--- config.mk ---
export PLATFORM = sky130hd
export DESIGN_NAME = uart_rx_core
export DESIGN_NICKNAME = d
export VERILOG_FILES = /design/src/rtl/uart_pkg.sv /design/src/rtl/uart_baud_tick.sv /design/src/rtl/uart_rx_core.sv
export SDC_FILE = /design/constraint.sdc
export NUM_CORES = 1
export LEC_CHECK = 0
export ABC_AREA = 1
export ABC_CLOCK_PERIOD_IN_PS = 3850
export BUFFER_PORTS_ARGS = -buffer_cell sky130_fd_sc_hd__buf_2
export CAP_MARGIN = 5
export CORE_ASPECT_RATIO = 2
export CORE_UTILIZATION = 60
export CTS_CLUSTER_DIAMETER = 200
export DETAILED_ROUTE_END_ITERATION = 16
export MAX_ROUTING_LAYER = met4
export PLACE_DENSITY = 0.83
export SLEW_MARGIN = 40
export SYNTH_ARGS = -nofsm -noshare
export SYNTH_HDL_FRONTEND = slang
export SYNTH_SLANG_ARGS = --single-unit
--- constraint.sdc ---
create_clock -name rxclk -period 3.85 [get_ports rxclk]
set_input_delay 0 -clock rxclk [delete_from_list [all_inputs] [get_ports rxclk]]
set_output_delay 0 -clock rxclk [all_outputs]
set_load 0.01 [all_outputs]
--- src/rtl/uart_pkg.sv ---
// -----------------------------------------------------------------------------
// uart_pkg
// Shared definitions for the UART receive path: the receiver FSM state
// encoding and the oversampling / frame geometry constants.
// -----------------------------------------------------------------------------
package uart_pkg;

    // Receiver frame-tracking states.
    typedef enum logic [1:0] {
        IDLE  = 2'd0,
        START = 2'd1,
        DATA  = 2'd2,
        STOP  = 2'd3
    } rx_state_e;

    localparam int OVS         = 16; // baud ticks per bit
    localparam int MID_START   = 7;  // s_cnt value at the middle of the start bit
    localparam int LAST_SAMPLE = 15; // s_cnt value at the middle of data/stop bits
    localparam int DATA_BITS   = 8;  // payload bits per frame

endpackage : uart_pkg

--- src/rtl/uart_baud_tick.sv ---
// -----------------------------------------------------------------------------
// uart_baud_tick
// Free-running divider producing one oversampling tick every DIV clocks.
// Ports:
//   rxclk   in  : system clock, rising edge
//   reset   in  : asynchronous active-low reset
//   restart in  : reload the divider to 0 (aligns ticks to a start edge)
//   tick    out : high for one clock when the divider wraps
// -----------------------------------------------------------------------------
module uart_baud_tick #(
    parameter int DIV = 1
) (
    input  logic rxclk,
    input  logic reset,
    input  logic restart,
    output logic tick
);

    localparam int CW = (DIV > 1) ? $clog2(DIV) : 1;

    logic [CW-1:0] cnt_q, cnt_d;

    // NOTE: every signal assigned in always_comb gets a default first, so no
    // path can leave it unassigned and infer a latch.
    always_comb begin
        tick  = (cnt_q == CW'(DIV - 1));
        cnt_d = tick ? '0 : cnt_q + CW'(1);
        if (restart) begin
            cnt_d = '0;
        end
    end

    // NOTE: sequential state uses non-blocking assignments so all registers
    // update together on the edge, independent of statement order.
    always_ff @(posedge rxclk or negedge reset) begin
        if (!reset) begin
            cnt_q <= '0;
        end else begin
            cnt_q <= cnt_d;
        end
    end

endmodule : uart_baud_tick

--- src/rtl/uart_rx_core.sv ---
// -----------------------------------------------------------------------------
// uart_rx_core
// 8N1 UART receiver with 16x oversampling derived from the system clock.
// Ports:
//   rxclk        in     : system clock, rising edge
//   reset        in     : asynchronous active-low reset
//   rx_enable    in     : receiver enable; low aborts a frame in progress
//   rx_in        in     : asynchronous serial line, idle high
//   uld_rx_data  in     : one-cycle strobe marking rx_data as consumed
//   rx_data      out[8] : last received byte, LSB received first
//   rx_empty     out    : no unread byte held
//   rx_frame_err out    : stop bit of the held byte was low
//   rx_overrun   out    : a byte arrived while the previous one was unread
//   rx_busy      out    : receiver is inside a frame (not IDLE)
// -----------------------------------------------------------------------------
module uart_rx_core
    import uart_pkg::*;
#(
    parameter int clk_freq = 50000000,
    parameter int baud     = 115200
) (
    input  logic       rxclk,
    input  logic       reset,
    input  logic       rx_enable,
    input  logic       rx_in,
    input  logic       uld_rx_data,
    output logic [7:0] rx_data,
    output logic       rx_empty,
    output logic       rx_frame_err,
    output logic       rx_overrun,
    output logic       rx_busy
);

    // Clocks per oversampling tick; must come out >= 1.
    localparam int DIV = clk_freq / (baud * OVS);

    rx_state_e  state_q, state_d;
    logic [1:0] sync_q;
    logic [3:0] s_cnt_q, s_cnt_d;
    logic [2:0] bit_cnt_q, bit_cnt_d;
    logic [7:0] shift_q, shift_d;
    logic [7:0] data_q, data_d;
    logic       empty_q, empty_d;
    logic       ferr_q, ferr_d;
    logic       ovr_q, ovr_d;
    logic       busy_q, busy_d;
    logic       line;
    logic       tick;
    logic       restart;

    uart_baud_tick #(
        .DIV (DIV)
    ) u_baud_tick (
        .rxclk   (rxclk),
        .reset   (reset),
        .restart (restart),
        .tick    (tick)
    );

    // Two-flop synchronizer output; all sampling uses this value.
    assign line = sync_q[1];

    always_comb begin
        state_d   = state_q;
        s_cnt_d   = s_cnt_q;
        bit_cnt_d = bit_cnt_q;
        shift_d   = shift_q;
        data_d    = data_q;
        empty_d   = empty_q;
        ferr_d    = ferr_q;
        ovr_d     = ovr_q;
        restart   = 1'b0;

        // Unload is applied first so a frame completing in the same cycle
        // overrides it below.
        if (uld_rx_data) begin
            empty_d = 1'b1;
            ferr_d  = 1'b0;
            ovr_d   = 1'b0;
        end

        if (!rx_enable) begin
            // Abort: drop the partial frame, keep the held byte and flags.
            state_d   = IDLE;
            s_cnt_d   = '0;
            bit_cnt_d = '0;
        end else begin
            unique case (state_q)
                IDLE: begin
                    if (!line) begin
                        state_d = START;
                        s_cnt_d = '0;
                        restart = 1'b1; // align tick phase to the start edge
                    end
                end
                START: begin
                    if (tick) begin
                        if (s_cnt_q == 4'(MID_START)) begin
                            if (!line) begin
                                state_d   = DATA;
                                s_cnt_d   = '0;
                                bit_cnt_d = '0;
                            end else begin
                                state_d = IDLE; // glitch, not a real start bit
                            end
                        end else begin
                            s_cnt_d = s_cnt_q + 4'd1;
                        end
                    end
                end
                DATA: begin
                    if (tick) begin
                        s_cnt_d = s_cnt_q + 4'd1; // wraps 15 -> 0 for the next bit
                        if (s_cnt_q == 4'(LAST_SAMPLE)) begin
                            shift_d   = {line, shift_q[7:1]};
                            bit_cnt_d = bit_cnt_q + 3'd1;
                            if (bit_cnt_q == 3'(DATA_BITS - 1)) begin
                                state_d = STOP;
                            end
                        end
                    end
                end
                STOP: begin
                    if (tick) begin
                        s_cnt_d = s_cnt_q + 4'd1;
                        if (s_cnt_q == 4'(LAST_SAMPLE)) begin
                            data_d  = shift_q;
                            empty_d = 1'b0;
                            ferr_d  = !line;
                            // A byte unloaded on this very cycle is not overrun.
                            ovr_d   = !empty_q && !uld_rx_data;
                            state_d = IDLE;
                        end
                    end
                end
                default: state_d = IDLE;
            endcase
        end

        busy_d = (state_d != IDLE);
    end

    // NOTE: every register, including the data holding register, is reset so
    // the outputs are defined from the first clock after reset.
    always_ff @(posedge rxclk or negedge reset) begin
        if (!reset) begin
            sync_q    <= 2'b11;
            state_q   <= IDLE;
            s_cnt_q   <= '0;
            bit_cnt_q <= '0;
            shift_q   <= '0;
            data_q    <= 8'h00;
            empty_q   <= 1'b1;
            ferr_q    <= 1'b0;
            ovr_q     <= 1'b0;
            busy_q    <= 1'b0;
        end else begin
            sync_q    <= {sync_q[0], rx_in};
            state_q   <= state_d;
            s_cnt_q   <= s_cnt_d;
            bit_cnt_q <= bit_cnt_d;
            shift_q   <= shift_d;
            data_q    <= data_d;
            empty_q   <= empty_d;
            ferr_q    <= ferr_d;
            ovr_q     <= ovr_d;
            busy_q    <= busy_d;
        end
    end

    assign rx_data      = data_q;
    assign rx_empty     = empty_q;
    assign rx_frame_err = ferr_q;
    assign rx_overrun   = ovr_q;
    assign rx_busy      = busy_q;

endmodule : uart_rx_core

Yosys cells after proc, flatten, opt, wreduce, memory -nomap -nowiden
Index checks and enable logic that the tools add are counted.
{"block": "classes", "muxes": 44, "n_addsub": 3, "eq_ne": 14, "n_reduce_logical": 11}
{"operator": "$mux W2", "n": 10}
{"operator": "$mux W4", "n": 5}
{"operator": "$mux W1", "n": 18}
{"operator": "$mux W3", "n": 6}
{"operator": "$ne A3 B3 Y1 const B", "n": 5}
{"operator": "$pmux W4 S3", "n": 1}
{"operator": "$mux W5", "n": 2}
{"operator": "$pmux W2 S4", "n": 1}
{"operator": "$reduce_and A4 Y1", "n": 2}
{"operator": "$pmux W3 S2", "n": 1}
{"operator": "$reduce_and A6 Y1", "n": 1}
{"operator": "$add A5 B1 Y5 const B", "n": 1}
{"operator": "$eq A5 B5 Y1 const B", "n": 1}
{"operator": "$add A4 B1 Y4 const B", "n": 1}
{"operator": "$eq A2 B2 Y1 const B", "n": 2}
{"operator": "$eq A4 B3 Y1 const B", "n": 1}
{"operator": "$eq A4 B4 Y1 const B", "n": 1}
{"operator": "$add A3 B1 Y3 const B", "n": 1}
{"operator": "$eq A3 B3 Y1 const B", "n": 1}
{"operator": "$logic_not A1 Y1", "n": 3}
{"operator": "$ne A3 B1 Y1 const B", "n": 1}
{"operator": "$ne A3 B2 Y1 const B", "n": 1}
{"operator": "$eq A2 B1 Y1 const B", "n": 1}
{"operator": "$logic_not A2 Y1", "n": 1}
{"operator": "4 further kinds", "n": 4}
{"block": "word_totals", "output_inout_bits": 12, "elab_cells": 83, "reg_bits": 36}

Logic depth before layout (Yosys ltp)
Gate-level depths: netlist of the first run.
{"block": "depth", "word_depth": 7, "ltp_mapped": 9, "depth_no_buf": 9}

Cells and area by module
From an unflattened synthesis of the first run, not the netlist that was laid out.
{"block": "unflattened", "cells_unflattened": 209, "hier_area_um2": 1823.0}
{"mod": "uart_rx_core", "area_per_inst_um2": 1564.0, "cells_each": 178, "n_inst": 1, "seq_area_each_um2": 779.5}
{"mod": "uart_baud_tick", "area_per_inst_um2": 259.0, "cells_each": 31, "n_inst": 1, "seq_area_each_um2": 125.1}

Worst setup path before layout of the first run
No wires, ideal clock.
{"block": "synth_timing", "path_type": "reg2reg", "startpoint": "register s_cnt_q[0]", "endpoint": "register s_cnt_q[1]", "stages_incl_launch_ff": 9, "path_slack_ns": 2.441, "arrival_ns": 1.291, "n_path_buf": 0, "setup_ns": 0.117, "path_cell_list": "dfrtp_1 ha_1 nand2_2 nor2_4 nand2_1 nand2_1 or2_2 nand3_1 nand2_1"}
{"block": "synth_between", "elab_chain_len": 5, "elab_cells_between_ends": 7, "cone_classes": "add/sub: 1; eq/ne: 1; mux: 5"}
{"item": "start: declaration", "line": "uart_rx_core.sv:39", "source": "logic [3:0] s_cnt_q, s_cnt_d;"}
{"item": "start signal: assignment", "line": "uart_rx_core.sv:160", "source": "s_cnt_q <= s_cnt_d;"}
{"item": "$add A4 B1 Y4 or $eq A4 B3 Y1 (tied branches)"}
{"item": "$mux W4", "line": "uart_rx_core.sv:98", "source": "if (s_cnt_q == 4'(MID_START)) begin"}
{"item": "$mux W4", "line": "uart_rx_core.sv:97", "source": "if (tick) begin"}
{"item": "$pmux W4 S3 (*)", "line": "uart_rx_core.sv:88", "source": "unique case (state_q)"}
{"item": "$mux W4 (*)", "line": "uart_rx_core.sv:82", "source": "if (!rx_enable) begin"}
Mark *: on every way between the ends. The rest lies on a longest branch, timed or not. The select of a mux whose other input is x is not followed.
A chain may end at the register's enable or synchronous reset.

Worst setup path in the final report of the first run
{"block": "layout_timing", "startpoint": "register u_baud_tick.cnt_q[0]", "endpoint": "register ovr_q (netlist: rx_overrun)"}
{"block": "layout_between", "elab_chain_len": 4}
{"item": "start: declaration", "line": "uart_baud_tick.sv:21", "source": "logic [CW-1:0] cnt_q, cnt_d;"}
{"item": "start signal: assignment", "line": "uart_baud_tick.sv:39", "source": "cnt_q <= cnt_d;"}
{"item": "$eq A5 B5 Y1", "line": "uart_baud_tick.sv:26", "source": "tick = (cnt_q == CW'(DIV - 1));"}
{"item": "$mux W1", "line": "uart_rx_core.sv:124", "source": "if (tick) begin"}
{"item": "$mux W1", "line": "uart_rx_core.sv:88"}
{"item": "$mux W1", "line": "uart_rx_core.sv:82"}
{"item": "via ovr_d", "line": "uart_rx_core.sv:45", "source": "logic ovr_q, ovr_d;"}
{"item": "end signal: assignment", "line": "uart_rx_core.sv:166", "source": "ovr_q <= ovr_d;"}
{"item": "end: declaration", "line": "uart_rx_core.sv:45"}
The timed path passes the listed nets, and every way through them passes these cells.

==> results of run 1 <==
## worst max-delay path, cell delays in order (launching register included)
cell	delay, ns
dfrtp_1	0.41
inv_1	0.07
ha_1	0.19
nand4_2	0.16
nor2_4	0.15
nand3_4	0.23
inv_1	0.18
nand2_1	0.06
nand2_1	0.07
## Yosys cell counts (3+ instances only)
library cell / n
nand3_1: 20
nor2_2: 3
nor2_4: 3
nand2_2: 6
o21ai_2: 17
dfrtp_1: 33
nor2_1: 16
inv_1: 23
nand2_1: 55
ha_1: 5
dfstp_2: 3
o21ai_0: 4
## layer usage
layer	track usage, %	up-vias	share of wire [%]
met5	-	-	0
li1	-	685	-
met1	25.2	654	40
met4	11.7	0	2.8
met3	5.85	9	2.8
met2	38.1	29	54
## layout make-up
class	instances	area, sq um	area share, %
Clock buffer	8	80.1	3.98
Tap cell	29	36.3	1.80
Timing Repair Buffer	19	113	5.59
Sequential cell	36	905	44.9
Inverter	23	86.3	4.29
Multi-Input combinational cell	140	793	39.4
## timing repair
item / 4_1_cts / 5_1_grt
setup endpoints to repair: 0 / 0
hold buffers: 3 / 0
hold endpoints to repair: 36 / 0
## logic make-up after synthesis
family,count (synthesis),share of synthesized area (%)
compound gates,21,9.35
xor+xnor,3,1.45
buf+inv,25,6.02
simple gates,111,29.6
fa+ha+maj,5,3.46
flops,36,50.1
## state kept, by name, summed over array words and instances, names as in the netlist
signal,flops
rx_busy,1
sync_q,2
u_baud_tick.cnt_q,5
rx_overrun,1
shift_q,8
state_q,2
bit_cnt_q,3
rx_empty,1
s_cnt_q,4
rx_frame_err,1
rx_data,8
## path summary, 6_finish.rpt
check / from / to
setup reg to reg: u_baud_tick.cnt_q[0] / rx_overrun
hold reg to reg: sync_q[0] / sync_q[1]
hold / removal: rx_enable / state_q[0]
setup / recovery: u_baud_tick.cnt_q[0] / rx_overrun
min in group asynchronous: reset / rx_overrun
max in group asynchronous: reset / sync_q[0]
## power by group through the flow
stage          sequential [mW]  clock [mW]  combinational, mW
2_1_floorplan            0.475           0              0.137
3_3_place_gp             0.480           0              0.171
3_5_place_dp             0.485           0              0.180
4_1_cts                  0.479       0.254              0.183
5_1_grt                  0.488       0.269              0.205
6_report                 0.479       0.248              0.181
## metrics by stage
step           hold WS [ns]  std cells  utilization (%)  setup WS, ns  power (mW)
4_1_cts              0.0137        255             71.7          2.23       0.915
3_5_place_dp          0.106        244             67.8          2.25       0.665
3_3_place_gp         0.0945        244             67.8          2.32       0.651
6_report             0.0147        255             71.8          2.26       0.908
5_1_grt              0.0351        255             71.8          2.10       0.962
2_1_floorplan        -0.296        201                -          2.44       0.612
==> impl_metrics.py, run 1 <==
metrics = {
    "timing": {
        "post-route-min-period_ns": 1.59,
        "fin_crit_sh_pct": 41.3,
        "setup_viol_count_final": 0,
        "drv_slew": 0,
        "max_slew.worst_pin.slew_ns": 0.439,
        "fmax_ghz": 0.629,
        "clock_skew_ns": 0.00627,
        "hold_viol_final": 0,
        "fin_setup_tns_ns": 0,
        "timing.slew.headroom_pct": 70.7,
        "rsz0062_at_grt": "false",
    },
    "route": {
        "drtIter0Drc": 37,
        "drcViolationCount": 0,
        "firstDrtPassIters": 4,
        "ant_nets": 0,
        "wl_per_cell_microns": 12.2,
        "via_per_inst": 5.40,
        "wl_microns": 3120,
        "num_vias": 1377,
    },
    "power_and_ir_drop": {
        "switchingPower_mw": 0.285,
        "p_seq_share_pct": 52.8,
        "switching_share_pct": 31.3,
        "p_leak_nw": 1.03,
        "p_int_mw": 0.624,
        "peakVddDrop_mv": 0.395,
        "clkPwrFrac_pct": 27.3,
        "power_density_mw_per_mm2": 451,
        "p_comb_share_pct": 19.9,
    },
    "setup_path": {
        "crit_path_end_kind": "flop",
        "r2r_cells": 8,
        "cp_data_arrival_time_ns": 1.81,
        "r2r_setup_slack_ns": 2.26,
        "cp_max_fo": 19,
        "cp-start-kind": "flop",
        "crit_type": "flop to flop",
        "crit_required_ns": 4.07,
    },
    "die": {
        "design.die.area_sq_mm": 0.00325,
        "dieWidth_microns": 40.8,
        "start_util_pct": 64.4,
        "row_count": 27,
        "ios": 17,
        "die_y_microns": 79.6,
        "design.core.area_sq_mm": 0.00280,
    },
    "synthesis": {
        "yosysTopAreaCell": "dfrtp_1",
        "synthCells": 201,
        "synth_area_leaders": "dfrtp_1, nand2_1, o21ai_2",
        "yosys.cell_types.count": 21,
        "synth-seq-cells": 36,
        "async_flop_share_pct": 100,
        "yosysTopAreaCellShare_pct": 45.7,
        "synth_warnings": 0,
        "avgSynthCellArea_sq_um": 8.99,
        "synth_area_sq_mm": 0.00181,
        "synth_ff_type": "dfrtp_1",
        "seq_area_frac_synth_pct": 50.1,
        "synth.net_count": 211,
        "synth-edff-count": 0,
    },
    "min_path": {
        "hold_path.class": "input pin to flop",
        "whs_path_depth": 3,
    },
    "clocking": {
        "root_buffer": "clkbuf_8",
        "cts_tree": "yes",
        "clk_latency_ns": 0.28,
        "clk_pin_slew_worst_paths_ns": 0.07,
        "post-cts-setup-buffer-count": 0,
        "numCtsBuffers": 5,
        "cts.sinks": 36,
        "htreeDepth": 2,
        "cts_resized": 0,
        "cts_max_path_buffers": 2,
    },
    "layout": {
        "diodes": 0,
        "area_delta_synth_final_pct": 11.4,
        "layout-drive-gt1-share_pct": 26.1,
        "nets": 235,
        "nFillCells": 229,
        "stdcell_area_sq_mm": 0.00201,
        "final_cell_mix": "nand2_1, dfrtp_1, inv_1",
        "final_common_cell": "nand2_1",
    },
    "global_routing": {
        "grt_max_degree": 37,
        "grt_antenna_before_repair": 0,
        "grt_pass1_wl_microns": 5220,
        "grt_pass1_vias": 1312,
        "grt.overflow.total": 0,
        "track_usage_pct": 23.7,
    },
    "place": {
        "gp_congestion": 0.902,
        "dp_hpwl_microns": 2330,
        "port_buffers": 16,
        "placed_cell_area_sq_mm": 0.00190,
    },
    "run": {
        "drv_cap": 0,
    },
    "status": {
        "status": "finished, final reports clean",
    },
}
Note: power is estimated with default switching activity, not from simulation.
==> run 2, diff against run 1 <==
ABC_CLOCK_PERIOD_IN_PS = 1300   (was 3850)
CORE_UTILIZATION = 52   (was 60)
PLACE_DENSITY = 0.76   (was 0.83)
clock period = 1.3 ns   (was 3.85 ns; I/O delays follow)
==> run 2 against run 1 <==
  * The run now ends with DRC, setup timing left
  * Global-route usage increased by 1.5 points
  * Critical path depth grew 1
  * Clock power increased to 3.0 times the previous value
  * Clock skew increased by 0.00062 ns
  * Non-clock buffer count increased by 27
  * Cell count is 13% higher
  * Critical path type unchanged
  * Critical endpoint is now rx_data[7]
==> impl_metrics.py, run 2 (synthesized netlist as in run 1, its figures left out) <==
metrics = {
    "status": {
        "status": "complete, but fails checks",
        "violations": "DRC, setup timing",
    },
    "power_and_ir_drop": {
        "power_density_mw_per_mm2": 1250,
        "p_leak_nw": 1.17,
        "peakVddDrop_mv": 1.15,
    },
    "die": {
        "die_y_microns": 85.4,
        "design.core.area_sq_mm": 0.00334,
        "design.die.area_sq_mm": 0.00373,
        "row_count": 30,
        "dieWidth_microns": 43.7,
        "ios": 17,
        "start_util_pct": 54.1,
    },
    "setup_path": {
        "path_buf_inv": 3,
        "cp_data_arrival_time_ns": 1.69,
        "crit_required_ns": 1.48,
        "r2r_cells": 9,
        "cpMaxStageDelayCell": "dfrtp_1",
        "crit_path_end_kind": "flop",
        "r2r-start": "u_baud_tick.cnt_q[0]",
        "cp_max_fo": 5,
        "critPathTopFamily": "simple AND/OR/NAND/NOR gates",
        "cp-start-kind": "flop",
        "r2r_setup_slack_ns": -0.20,
        "critPathMaxStageDelay_ns": 0.39,
        "crit_path_cell_trace": "inv_1 -> ha_2 -> buf_4 -> nand4_4 -> nor2_4 -> buf_12 -> nand3_4 -> nand2_1 -> o21ai_2",
        "rr_endpoint": "rx_data[7]",
        "crit_type": "flop to flop",
        "cp-startpoint": "u_baud_tick.cnt_q[0]",
    },
    "min_path": {
        "hold_start": "rx_enable",
        "holdPathEnd": "state_q[0]",
        "whs_path_depth": 3,
        "hold_path.class": "input pin to flop",
    },
    "place": {
        "dp.cells": 268,
        "port_buffers": 16,
        "dp_hpwl_microns": 2550,
        "gp_congestion": 0.930,
    },
    "layout": {
        "nets": 265,
        "regArea_sq_um": 905,
        "final_cell_mix": "nand2_1, dfrtp_1, nand2_2",
        "nFillCells": 259,
        "layout-drive-gt1-share_pct": 44.1,
        "area_delta_synth_final_pct": 33.0,
        "multiInputGateArea_sq_um": 927,
        "stdcell_count": 288,
        "final_common_cell": "nand2_1",
        "diodes": 0,
    },
    "timing": {
        "post-route-min-period_ns": 1.50,
        "timing.slew.headroom_pct": 69.9,
        "drv_slew": 0,
        "max_slew.worst_pin.slew_ns": 0.451,
        "hold_slack_ns": 0.0313,
        "hold_viol_final": 0,
        "layout_setup_ws_ns": -0.202,
        "clock_skew_ns": 0.00689,
        "fin_setup_tns_ns": -4.77,
        "setup_viol_count_final": 29,
        "fin_crit_sh_pct": 116,
        "fmax_ghz": 0.666,
        "rsz0062_at_grt": "true",
    },
    "clocking": {
        "cts_tree": "yes",
        "numCtsBuffers": 5,
        "clk_pin_slew_worst_paths_ns": 0.07,
        "clk_latency_ns": 0.29,
        "cts.sinks": 36,
        "root_buffer": "clkbuf_8",
        "cts_max_path_buffers": 2,
        "htreeDepth": 2,
    },
    "run": {
        "drv_cap": 0,
    },
    "route": {
        "ant_nets": 0,
        "firstDrtPassIters": 10,
        "wl_per_cell_microns": 13.7,
        "num_vias": 1519,
        "wl_microns": 3930,
        "via_per_inst": 5.27,
        "drtIter0Drc": 26,
        "drcViolationCount": 1,
    },
    "global_routing": {
        "grt_max_degree": 20,
        "grt_pass1_wl_microns": 6820,
        "track_usage_pct": 25.2,
        "grt_pass1_vias": 1603,
        "grt_antenna_before_repair": 0,
        "grt.overflow.total": 0,
    },
}
[run 2: per-stage QoR]
stage               utilization (%)  instance area, sq um  setup WS, ns  total power [mW]
global placement               62.6                  2090        -0.144              2.16
finish                         71.9                  2400        -0.202              2.99
detailed placement             62.6                  2090        -0.185              2.19
global route                   71.9                  2400        -0.278              3.19
floorplan                         -                  1830       -0.0846              1.84
CTS                            70.9                  2370        -0.180              2.98
[run 2: worst min-delay path, cell delays in order]
cell,delay [ns]
buf_2,0.13
nand2_1,0.09
nand2_1,0.07
[run 2: cell type report]
cell class,instances,share of cell area (%)
Inverter,23,3.70
Sequential cell,36,37.6
Clock buffer,7,3.18
Timing Repair Buffer,46,15.0
Multi-Input combinational cell,143,38.6
Clock inverter,1,0.208
Tap cell,32,1.67
[run 2: worst max path at each step]
| stage | cells past startpoint | end |
|---|---|---|
| 3_3_place_gp | 8 | rx_data[0] |
| 6_report | 9 | rx_data[7] |
| 5_1_grt | 9 | rx_data[2] |
| 3_5_place_dp | 8 | rx_overrun |
| 2_1_floorplan | 8 | rx_overrun |
| 4_1_cts | 9 | bit_cnt_q[0] |
[run 2: timing repair]
action / in CTS / in global routing
setup endpoints to repair: 29 / 34
gates cloned: 4 / 0
setup buffers: 4 / 1
endpoints found under the hold margin: 32 / 0
gates resized for setup: 23 / 7
hold buffers: 3 / 0
pin swaps: 6 / 2
[run 2: routing by layer]
| metal | up-vias | GRT usage, % | part of all wire (%) |
|---|---|---|---|
| li1 | 757 | - | - |
| met1 | 718 | 25.1 | 35 |
| met2 | 36 | 44.6 | 60 |
| met3 | 8 | 4.04 | 2.9 |
| met4 | 0 | 12.8 | 2.2 |
| met5 | - | - | 0 |
[run 2: report_power, final]
part / switching [mW] / leakage [nW] / internal [mW] / total, mW
Combinational: 0.470 / 0.647 / 0.395 / 0.865
Clock: 0.376 / 0.0422 / 0.376 / 0.751
Sequential: 0.123 / 0.481 / 1.25 / 1.38
Total: 0.969 / 1.17 / 2.03 / 2.99
